File: config.mk
export PLATFORM = sky130hd
export DESIGN_NAME = instruction_queue_flat
export DESIGN_NICKNAME = d
export VERILOG_FILES = /design/src/rtl/instruction_queue_pkg.sv /design/src/rtl/instruction_queue_if.sv /design/src/rtl/ir_field_decode.sv /design/src/rtl/instruction_queue.sv /design/src/flat_wrapper.sv
export SDC_FILE = /design/constraint.sdc
export NUM_CORES = 1
export LEC_CHECK = 0
export ABC_AREA = 1
export BUFFER_PORTS_ARGS = -buffer_cell sky130_fd_sc_hd__buf_2
export CORE_ASPECT_RATIO = 2
export CORE_MARGIN = 2
export CORE_UTILIZATION = 60
export CTS_BUF_LIST = sky130_fd_sc_hd__clkbuf_4
export CTS_CLUSTER_DIAMETER = 60
export DETAILED_ROUTE_END_ITERATION = 12
export PLACE_DENSITY = 0.82
export SETUP_SLACK_MARGIN = 0.4
export SLEW_MARGIN = 5
export SYNTH_ARGS = -nofsm -noshare
export SYNTH_HDL_FRONTEND = slang
export SYNTH_SLANG_ARGS = --single-unit
File: constraint.sdc
create_clock -name CLK -period 2.8 [get_ports CLK]
set_input_delay 0.56 -clock CLK [delete_from_list [all_inputs] [get_ports CLK]]
set_output_delay 0.56 -clock CLK [all_outputs]
set_load 0.02 [all_outputs]
File: src/rtl/instruction_queue_pkg.sv
// Shared constants and types for the instruction queue.
// The optional previous-instruction output is enabled with `define INSTRUCTION_QUEUE_PREV_EN.
package instruction_queue_pkg;

    localparam int unsigned IQ_IW    = 16;
    localparam int unsigned IQ_DEPTH = 4;
    localparam int unsigned IQ_REGW  = 4;
    localparam int unsigned IQ_OPW   = 4;

    // Opcode that reuses the destination as first source and forces a fixed second source
    localparam logic [3:0] SPECIAL_OP  = 4'b1001;
    localparam logic [3:0] SPECIAL_REG = 4'b1110;

    // Decoded register/opcode fields at default widths
    typedef struct packed {
        logic [IQ_OPW-1:0]  opcode;
        logic [IQ_REGW-1:0] reg_rd;
        logic [IQ_REGW-1:0] reg_1;
        logic [IQ_REGW-1:0] reg_2;
    } ir_fields_t;

endpackage

File: src/rtl/instruction_queue_if.sv
// Fetch/decode handshake bundle around the instruction queue.
// previous_instruction exists only when INSTRUCTION_QUEUE_PREV_EN is defined.
interface instruction_queue_if
    import instruction_queue_pkg::*;
#(
    parameter int unsigned IW    = IQ_IW,
    parameter int unsigned DEPTH = IQ_DEPTH,
    parameter int unsigned REGW  = IQ_REGW,
    parameter int unsigned OPW   = IQ_OPW
);
    localparam int unsigned CW = $clog2(DEPTH) + 1;

    logic            in_valid;
    logic            in_ready;
    logic [IW-1:0]   in_instruction;
    logic            issue;
    logic            flush;
    logic            out_valid;
    logic [IW-1:0]   out_instruction;
    logic [OPW-1:0]  out_opcode;
    logic [REGW-1:0] out_RegRd;
    logic [REGW-1:0] out_Reg1;
    logic [REGW-1:0] out_Reg2;
    logic [CW-1:0]   count;
`ifdef INSTRUCTION_QUEUE_PREV_EN
    logic [IW-1:0]   previous_instruction;
`endif

    // Fetch/decode side
    modport master (
        output in_valid, in_instruction, issue, flush,
`ifdef INSTRUCTION_QUEUE_PREV_EN
        input  previous_instruction,
`endif
        input  in_ready, out_valid, out_instruction, out_opcode,
        input  out_RegRd, out_Reg1, out_Reg2, count
    );

    // Queue side
    modport slave (
        input  in_valid, in_instruction, issue, flush,
`ifdef INSTRUCTION_QUEUE_PREV_EN
        output previous_instruction,
`endif
        output in_ready, out_valid, out_instruction, out_opcode,
        output out_RegRd, out_Reg1, out_Reg2, count
    );

endinterface

File: src/rtl/ir_field_decode.sv
// Combinational register/opcode field extraction for one instruction word.
module ir_field_decode
    import instruction_queue_pkg::*;
#(
    parameter int unsigned IW   = IQ_IW,
    parameter int unsigned REGW = IQ_REGW,
    parameter int unsigned OPW  = IQ_OPW
)(
    input  logic [IW-1:0]   instruction,
    output logic [OPW-1:0]  opcode_c,
    output logic [REGW-1:0] reg_rd_c,
    output logic [REGW-1:0] reg_1_c,
    output logic [REGW-1:0] reg_2_c
);

    // Plain field slicing, overridden for the special opcode
    always_comb begin
        opcode_c = instruction[OPW-1:0];
        reg_rd_c = instruction[IW-1 -: REGW];
        reg_1_c  = instruction[IW-REGW-1 -: REGW];
        reg_2_c  = instruction[IW-2*REGW-1 -: REGW];
        if (instruction[OPW-1:0] == OPW'(SPECIAL_OP)) begin
            reg_1_c = instruction[IW-1 -: REGW];
            reg_2_c = REGW'(SPECIAL_REG);
        end
    end

endmodule

File: src/rtl/instruction_queue.sv
// Circular FIFO of fetched instructions with fields decoded on enqueue.
// Define INSTRUCTION_QUEUE_PREV_EN to add the previous_instruction output.
module instruction_queue
    import instruction_queue_pkg::*;
#(
    parameter int unsigned IW    = IQ_IW,
    parameter int unsigned DEPTH = IQ_DEPTH,
    parameter int unsigned REGW  = IQ_REGW,
    parameter int unsigned OPW   = IQ_OPW
)(
    input  logic               CLK,
    input  logic               RST_N,
    instruction_queue_if.slave bus
);

    localparam int unsigned PW = $clog2(DEPTH);
    localparam int unsigned CW = PW + 1;

    // Reject configurations the field map or pointer wrap cannot support
    if (IW < OPW + 3*REGW) begin : g_bad_width
        $error("instruction_queue: IW must be at least OPW+3*REGW");
    end
    if (DEPTH < 2 || (DEPTH & (DEPTH - 1)) != 0) begin : g_bad_depth
        $error("instruction_queue: DEPTH must be a power of two and at least 2");
    end

    logic [PW-1:0]   wr_ptr;
    logic [PW-1:0]   rd_ptr;
    logic [CW-1:0]   count_q;

    logic [IW-1:0]   instr_mem [DEPTH];
    logic [OPW-1:0]  op_mem    [DEPTH];
    logic [REGW-1:0] rd_mem    [DEPTH];
    logic [REGW-1:0] r1_mem    [DEPTH];
    logic [REGW-1:0] r2_mem    [DEPTH];

    logic [OPW-1:0]  dec_opcode_c;
    logic [REGW-1:0] dec_rd_c;
    logic [REGW-1:0] dec_r1_c;
    logic [REGW-1:0] dec_r2_c;

    logic            out_valid_c;
    logic            push_c;
    logic            pop_c;

    assign out_valid_c = (count_q != '0);
    assign push_c      = bus.in_valid && bus.in_ready;
    // A flush wins over issue, so the head is not consumed in that cycle
    assign pop_c       = bus.issue && out_valid_c && !bus.flush;

    ir_field_decode #(.IW(IW), .REGW(REGW), .OPW(OPW)) u_decode (
        .instruction (bus.in_instruction),
        .opcode_c    (dec_opcode_c),
        .reg_rd_c    (dec_rd_c),
        .reg_1_c     (dec_r1_c),
        .reg_2_c     (dec_r2_c)
    );

    // Pointer and occupancy tracking; flush empties the queue
    always_ff @(posedge CLK or negedge RST_N) begin
        if (!RST_N) begin
            wr_ptr  <= '0;
            rd_ptr  <= '0;
            count_q <= '0;
        end else if (bus.flush) begin
            wr_ptr  <= '0;
            rd_ptr  <= '0;
            count_q <= '0;
        end else begin
            if (push_c) wr_ptr <= wr_ptr + PW'(1);
            if (pop_c)  rd_ptr <= rd_ptr + PW'(1);
            count_q <= count_q + CW'(push_c) - CW'(pop_c);
        end
    end

    // Entry storage; contents are masked at the output while empty
    always_ff @(posedge CLK) begin
        if (push_c && !bus.flush) begin
            instr_mem[wr_ptr] <= bus.in_instruction;
            op_mem[wr_ptr]    <= dec_opcode_c;
            rd_mem[wr_ptr]    <= dec_rd_c;
            r1_mem[wr_ptr]    <= dec_r1_c;
            r2_mem[wr_ptr]    <= dec_r2_c;
        end
    end

`ifdef INSTRUCTION_QUEUE_PREV_EN
    logic [IW-1:0] prev_q;

    // Remember the most recently issued word
    always_ff @(posedge CLK or negedge RST_N) begin
        if (!RST_N) begin
            prev_q <= '0;
        end else if (pop_c) begin
            prev_q <= instr_mem[rd_ptr];
        end
    end

    assign bus.previous_instruction = prev_q;
`endif

    assign bus.in_ready        = (count_q < CW'(DEPTH));
    assign bus.count           = count_q;
    assign bus.out_valid       = out_valid_c;
    assign bus.out_instruction = out_valid_c ? instr_mem[rd_ptr] : '0;
    assign bus.out_opcode      = out_valid_c ? op_mem[rd_ptr]    : '0;
    assign bus.out_RegRd       = out_valid_c ? rd_mem[rd_ptr]    : '0;
    assign bus.out_Reg1        = out_valid_c ? r1_mem[rd_ptr]    : '0;
    assign bus.out_Reg2        = out_valid_c ? r2_mem[rd_ptr]    : '0;

endmodule

File: src/flat_wrapper.sv
// flat-port wrapper written by rule: the top's interface ports become plain ports
module instruction_queue_flat import instruction_queue_pkg::*;
#(
    parameter int unsigned IW    = IQ_IW,
    parameter int unsigned DEPTH = IQ_DEPTH,
    parameter int unsigned REGW  = IQ_REGW,
    parameter int unsigned OPW   = IQ_OPW
)
  (CLK, RST_N, bus_in_valid, bus_in_instruction, bus_issue, bus_flush, bus_in_ready, bus_out_valid, bus_out_instruction, bus_out_opcode, bus_out_RegRd, bus_out_Reg1, bus_out_Reg2, bus_count);
  instruction_queue_if #(.IW(IW), .DEPTH(DEPTH), .REGW(REGW), .OPW(OPW)) bus_i ();
  input  logic CLK;
  input  logic RST_N;
  input wire logic [$bits(bus_i.in_valid)-1:0] bus_in_valid;
  input wire logic [$bits(bus_i.in_instruction)-1:0] bus_in_instruction;
  input wire logic [$bits(bus_i.issue)-1:0] bus_issue;
  input wire logic [$bits(bus_i.flush)-1:0] bus_flush;
  output wire logic [$bits(bus_i.in_ready)-1:0] bus_in_ready;
  output wire logic [$bits(bus_i.out_valid)-1:0] bus_out_valid;
  output wire logic [$bits(bus_i.out_instruction)-1:0] bus_out_instruction;
  output wire logic [$bits(bus_i.out_opcode)-1:0] bus_out_opcode;
  output wire logic [$bits(bus_i.out_RegRd)-1:0] bus_out_RegRd;
  output wire logic [$bits(bus_i.out_Reg1)-1:0] bus_out_Reg1;
  output wire logic [$bits(bus_i.out_Reg2)-1:0] bus_out_Reg2;
  output wire logic [$bits(bus_i.count)-1:0] bus_count;
  assign bus_i.in_valid = bus_in_valid;
  assign bus_i.in_instruction = bus_in_instruction;
  assign bus_i.issue = bus_issue;
  assign bus_i.flush = bus_flush;
  assign bus_in_ready = bus_i.in_ready;
  assign bus_out_valid = bus_i.out_valid;
  assign bus_out_instruction = bus_i.out_instruction;
  assign bus_out_opcode = bus_i.out_opcode;
  assign bus_out_RegRd = bus_i.out_RegRd;
  assign bus_out_Reg1 = bus_i.out_Reg1;
  assign bus_out_Reg2 = bus_i.out_Reg2;
  assign bus_count = bus_i.count;
  instruction_queue #(.IW(IW), .DEPTH(DEPTH), .REGW(REGW), .OPW(OPW)) u_core (.CLK(CLK), .RST_N(RST_N), .bus(bus_i));
endmodule
After elaboration in Yosys (flattened, before gate mapping)
Memories as Yosys holds them, arrays and structs flattened.
Cells that the tools add are included.
- output and inout bits: 37
- RAM bits: 128
- memories kept: 5
- bits in registers: 7
- $add $sub $neg: 4
- multiplexer cells: 14
- eq/ne operators: 1
- $lt $le $gt $ge: 1
- reductions and logical operators: 8
- memory list (memory ; depth ; width ; rd ports ; clocked after memory_dff ; write ports ; RTL line ; text):
    u_core.instr_mem ; 4 ; 16 ; 1 ; 0 ; 1 ; instruction_queue.sv:31 ; logic [IW-1:0] instr_mem [DEPTH];
    u_core.op_mem ; 4 ; 4 ; 1 ; 0 ; 1 ; instruction_queue.sv:32 ; logic [OPW-1:0] op_mem [DEPTH];
    u_core.r1_mem ; 4 ; 4 ; 1 ; 0 ; 1 ; instruction_queue.sv:34 ; logic [REGW-1:0] r1_mem [DEPTH];
    u_core.r2_mem ; 4 ; 4 ; 1 ; 0 ; 1 ; instruction_queue.sv:35 ; logic [REGW-1:0] r2_mem [DEPTH];
    u_core.rd_mem ; 4 ; 4 ; 1 ; 0 ; 1 ; instruction_queue.sv:33 ; logic [REGW-1:0] rd_mem [DEPTH];
- operators by type and width (cell ; number):
    $mux W4 ; 6
    $mux W16 ; 1
    $mux W2 ; 4
    $add A2 B1 Y2 const B ; 2
    $eq A4 B4 Y1 const B ; 1
    $logic_and A1 B1 Y1 ; 4
    $reduce_bool A2 Y1 ; 2
    $add A3 B1 Y3 ; 1
    $lt A3 B3 Y1 const B ; 1
    $mux W3 ; 1
    $reduce_bool A3 Y1 ; 1
    $sub A3 B1 Y3 ; 1
    $mux W1 ; 2
    $logic_not A1 Y1 ; 1

Depth between registers and ports, before layout
- depth after elaboration: 5
- gate-level depth with buffers: 12

Hierarchy
A second synthesis with hierarchy kept.
- cell total of the unflattened synthesis: 564
- area total of the unflattened synthesis: 6153.4 µm²
- by module, submodules not included (module ; area an instance (µm²) ; times used ; cells each ; sequential area each (µm²)):
    instruction_queue ; 5983.2 ; 1 ; 533 ; 4018.9
    ir_field_decode ; 170.2 ; 1 ; 31 ; 0.0

Least setup slack after synthesis
Ideal clock, no wire load.
- kind: input to register
- start point: input port bus_in_valid
- end point: memory u_core.instr_mem[0][0] (netlist name) (enable)
- data arrival time: 1.940 ns
- path slack: 0.455 ns
- stages on the path: 4
- cell sequence: inv_1 -> nor2_1 -> nand2_1 -> nor2_1
- cells in the longest elaborated chain, start to end: 4
- ends and longest elaborated chain (what ; RTL line ; text):
    start, declared ; flat_wrapper.sv:13 ; input wire logic [$bits(bus_i.in_valid)-1:0] bus_in_valid;
    $logic_and A1 B1 Y1 ; instruction_queue.sv:47 ; assign push_c = bus.in_valid && bus.in_ready;
    $logic_and A1 B1 Y1 ; instruction_queue.sv:78 ; if (push_c && !bus.flush) begin
    $mux W1 ; instruction_queue.sv:78 ;
    $mux W1 (implied by the code) ; instruction_queue.sv:79 ; instr_mem[wr_ptr] <= bus.in_instruction;
    end, declared ; instruction_queue.sv:31 ;
Every way passes these cells.

Final worst setup path
- start point: register u_core.rd_ptr[0]
- end point: output port bus_out_RegRd[2]
- cells in the longest elaborated chain, start to end: 2
- ends and longest elaborated chain (what ; RTL line ; text):
    start, declared ; instruction_queue.sv:28 ; logic [PW-1:0] rd_ptr;
    start signal, assigned ; instruction_queue.sv:71 ; if (pop_c) rd_ptr <= rd_ptr + PW'(1);
    $mem_v2 Z4 W4 ; - ;
    $mux W4 ; instruction_queue.sv:107 ; assign bus.out_RegRd = out_valid_c ? rd_mem[rd_ptr] : '0;
    end, declared ; flat_wrapper.sv:21 ; output wire logic [$bits(bus_i.out_RegRd)-1:0] bus_out_RegRd;
Every way passes these cells.

==> flow_summary.toml <==
[layout]
area_growth_pct = 10.5
finalNonFillerCells = 621
final_nets = 550
multi_input_area_um2 = 1040
drive_gt1_frac = 0.173
fillCellCount = 597
register_area_um2 = 3060

[clocking]
cts_tree = "yes"
cts.sinks = 103
cts_inserted_buffers = 9
h-tree-depth = 3
clk_latency_ns = 0.47
root_buffer = "clkbuf_4"
clkTransAtPathRegs_ns = 0.13
clockBufferDepth = 2

[floorplan]
die-area_um2 = 8680
die_h_um = 130
num_io_pins = 58
start_util = 0.620
die_x_um = 66.9
rows = 45
design.core.area_um2 = 7660

[synthesis]
synth_area_per_cell_um2 = 10.1
seq_area_frac_synth = 0.644
yosysUniqueCellTypes = 21
yosys_warnings = 0
netlist_area_um2 = 4750
syn_inst = 471
synthesis.nets = 499
synth-seq-cells = 103

[timing]
slew_viol_final = 0
skew_ns = 0.0153
slew_headroom = 0.633
hold_viol = 0
finalSetupViolations = 0
rsz0062_at_grt = "no"
post-route-min-period_ns = 2.36
tightest_slew_ns = 0.549
fin_tns_setup_ns = 0
fin_crit_sh = 0.841
max_clock_freq_ghz = 0.425

[setup_path]
critPathArrivalTime_ns = 1.80
worstPathRequired_ns = 2.24
cp_max_fo = 12
reg2reg_slack_ns = 0.72
r2r-end = "u_core.bus.count[2]"
cp-endpoint = "bus_out_RegRd[2]"
setup.worst_path.start = "u_core.rd_ptr[0]"
startpoint_type = "register"
crit_type = "register to output port"
reg2reg_depth = 12
r2r-start = "u_core.bus.count[2]"
worstSetupEndpointType = "output port"

[grt]
grt_pass1_wl_um = 14500
grt_util_all_layers = 0.232
antenna_found_initial = 1
grt_max_degree = 51
overflow = 0
first_global_vias = 3088

[power]
switching_power_mw = 1.85
worst_ir_drop_vdd_mv = 0.824
p_sw_frac = 0.411
power_per_cell_area_nw_per_um2 = 857
p_int_mw = 2.65
clockPowerShare = 0.161
p_leak_nw = 2.47
power_frac_seq = 0.410
combPwrFrac = 0.428

[run_status]
status = "complete, no violations"

[detailed_routing]
drtIter0Drc = 230
drc = 0
via_per_inst = 5.17
vias = 3209
firstDrtPassIters = 5
wl_per_cell_um = 15.0
drt_wl_total_um = 9320
detail-route-antenna-nets = 0

[placement]
placedCellCount = 602
gp_congestion = 0.834
io_buffers = 57
dp_hpwl_um = 5780

[worst_hold_path]
hp-class = "input port to register"
hold_depth = 2

[run]
max_cap_viol_count = 0
## critical path, stage by stage, from the launching register on
cell and delay [ns]:
dfrtp_2 0.46, buf_4 0.16, clkbuf_16 0.16, nand2_1 0.09
nand3_1 0.11, a21oi_2 0.17, buf_2 0.18
## registers in the layout, summed over array words and instances (netlist names)
name / count
u_core.bus.count: 3
u_core.r2_mem: 16
u_core.instr_mem: 60
u_core.rd_ptr: 2
u_core.rd_mem: 4
u_core.wr_ptr: 2
u_core.r1_mem: 16
## placed cells by master (no fill, tap or decap)
cell type      synthesis  routed
and2_1                 1       1
a21oi_1               25      23
clkbuf_16              0       1
o21ai_0                4       4
buf_4                 10       3
nand4_1                2       2
fa_1                   1       1
inv_4                  1       1
nand2_4                1       1
nand2_1              115     115
buf_12                 0       4
dfrtp_2                0       1
buf_6                  9       1
bufinv_16              0       1
clkbuf_4               0       9
a21oi_2                0       2
o21ai_1                1       1
inv_12                 0       1
dfrtp_1                7       6
buf_2                  8      57
diode_2                0       1
clkinv_2               1       1
ha_1                   6       6
nor2_2                 1       5
edfxtp_1              96      96
dlygate4sd3_1          0       1
nor2_1                11       7
nand3_1               53      53
inv_1                117     117
clkinv_1               0       2
clkinvlp_4             0       1
clkinv_4               0       2
## cell type report
cell class	instances	share of cell area
Clock inverter	6	0.0119
Antenna cell	1	0.000477
Clock buffer	9	0.0129
Sequential cell	103	0.583
Multi-Input combinational cell	221	0.198
Tap cell	94	0.0224
Timing Repair Buffer	67	0.0827
Inverter	120	0.0889
## how the worst min path moves through the flow
stage / start / endpoint / slack, ns
after detailed placement: RST_N / u_core.bus.count[1] / 0.41
after floorplan: RST_N / u_core.bus.count[0] / 0.26
final: bus_flush / u_core.bus.count[0] / 0.30
after CTS: bus_flush / u_core.bus.count[0] / 0.28
after global placement: RST_N / u_core.bus.count[0] / 0.41
after global routing: bus_in_instruction[6] / u_core.instr_mem[3][6] / 0.27
## stage by stage
stage	area, um^2	power [mW]	hold slack (ns)	worst slack [ns]	util
after floorplan	4750	3.34	0.264	0.455	-
after global placement	5030	3.67	0.406	0.791	0.658
after detailed placement	5030	3.71	0.407	0.744	0.658
after CTS	5190	4.44	0.280	0.410	0.678
after global routing	5250	4.77	0.273	0.367	0.685
final	5250	4.50	0.301	0.445	0.685
## cells by family after synthesis
| group | count (synthesis) | share of synthesized area |
|---|---|---|
| AOI/OAI and AO/OA | 30 | 0.0316 |
| and+or+nand+nor | 184 | 0.163 |
| DFF | 103 | 0.644 |
| buffers and inverters | 147 | 0.141 |
| adders and majority gates | 7 | 0.0200 |
## per-layer routing
| metal | global-route usage | wire length (um) | vias up |
|---|---|---|---|
| li1 | - | - | 1574 |
| met2 | 0.407 | 5050 | 112 |
| met3 | 0.0379 | 564 | 18 |
| met4 | 0.118 | 305 | 0 |
| met5 | 0 | 0 | - |
| met1 | 0.270 | 3390 | 1505 |
## what timing repair did
action,in CTS,in global routing
endpoints found under the hold margin,7,0
buffers inserted,0,1
gates resized for setup,5,7
cloned,0,1
hold buffers,1,0
endpoints found under the setup margin,32,30
## power by group through the flow
| stage | clock [mW] | combinational, mW | sequential (mW) |
|---|---|---|---|
| finish | 0.727 | 1.93 | 1.85 |
| global route | 0.801 | 2.11 | 1.86 |
| CTS | 0.731 | 1.87 | 1.84 |
| detailed placement | 0 | 1.84 | 1.87 |
| global placement | 0 | 1.80 | 1.87 |
| floorplan | 0 | 1.45 | 1.89 |
## cell usage after synthesis
| master | n | area [um^2] |
|---|---|---|
| a21oi_1 | 25 | 125 |
| and2_1 | 1 | 6.26 |
| buf_2 | 8 | 40.0 |
| buf_4 | 10 | 75.1 |
| buf_6 | 9 | 101 |
| clkinv_2 | 1 | 5.00 |
| dfrtp_1 | 7 | 175 |
| edfxtp_1 | 96 | 2880 |
| fa_1 | 1 | 20.0 |
| ha_1 | 6 | 75.1 |
| inv_1 | 117 | 439 |
| inv_2 | 1 | 3.75 |
| inv_4 | 1 | 6.26 |
| nand2_1 | 115 | 432 |
| nand2_4 | 1 | 11.3 |
| nand3_1 | 53 | 265 |
| nand4_1 | 2 | 12.5 |
| nor2_1 | 11 | 41.3 |
| nor2_2 | 1 | 6.26 |
| o21ai_0 | 4 | 20.0 |
| o21ai_1 | 1 | 5.00 |
(Power assumes the default switching activity.)
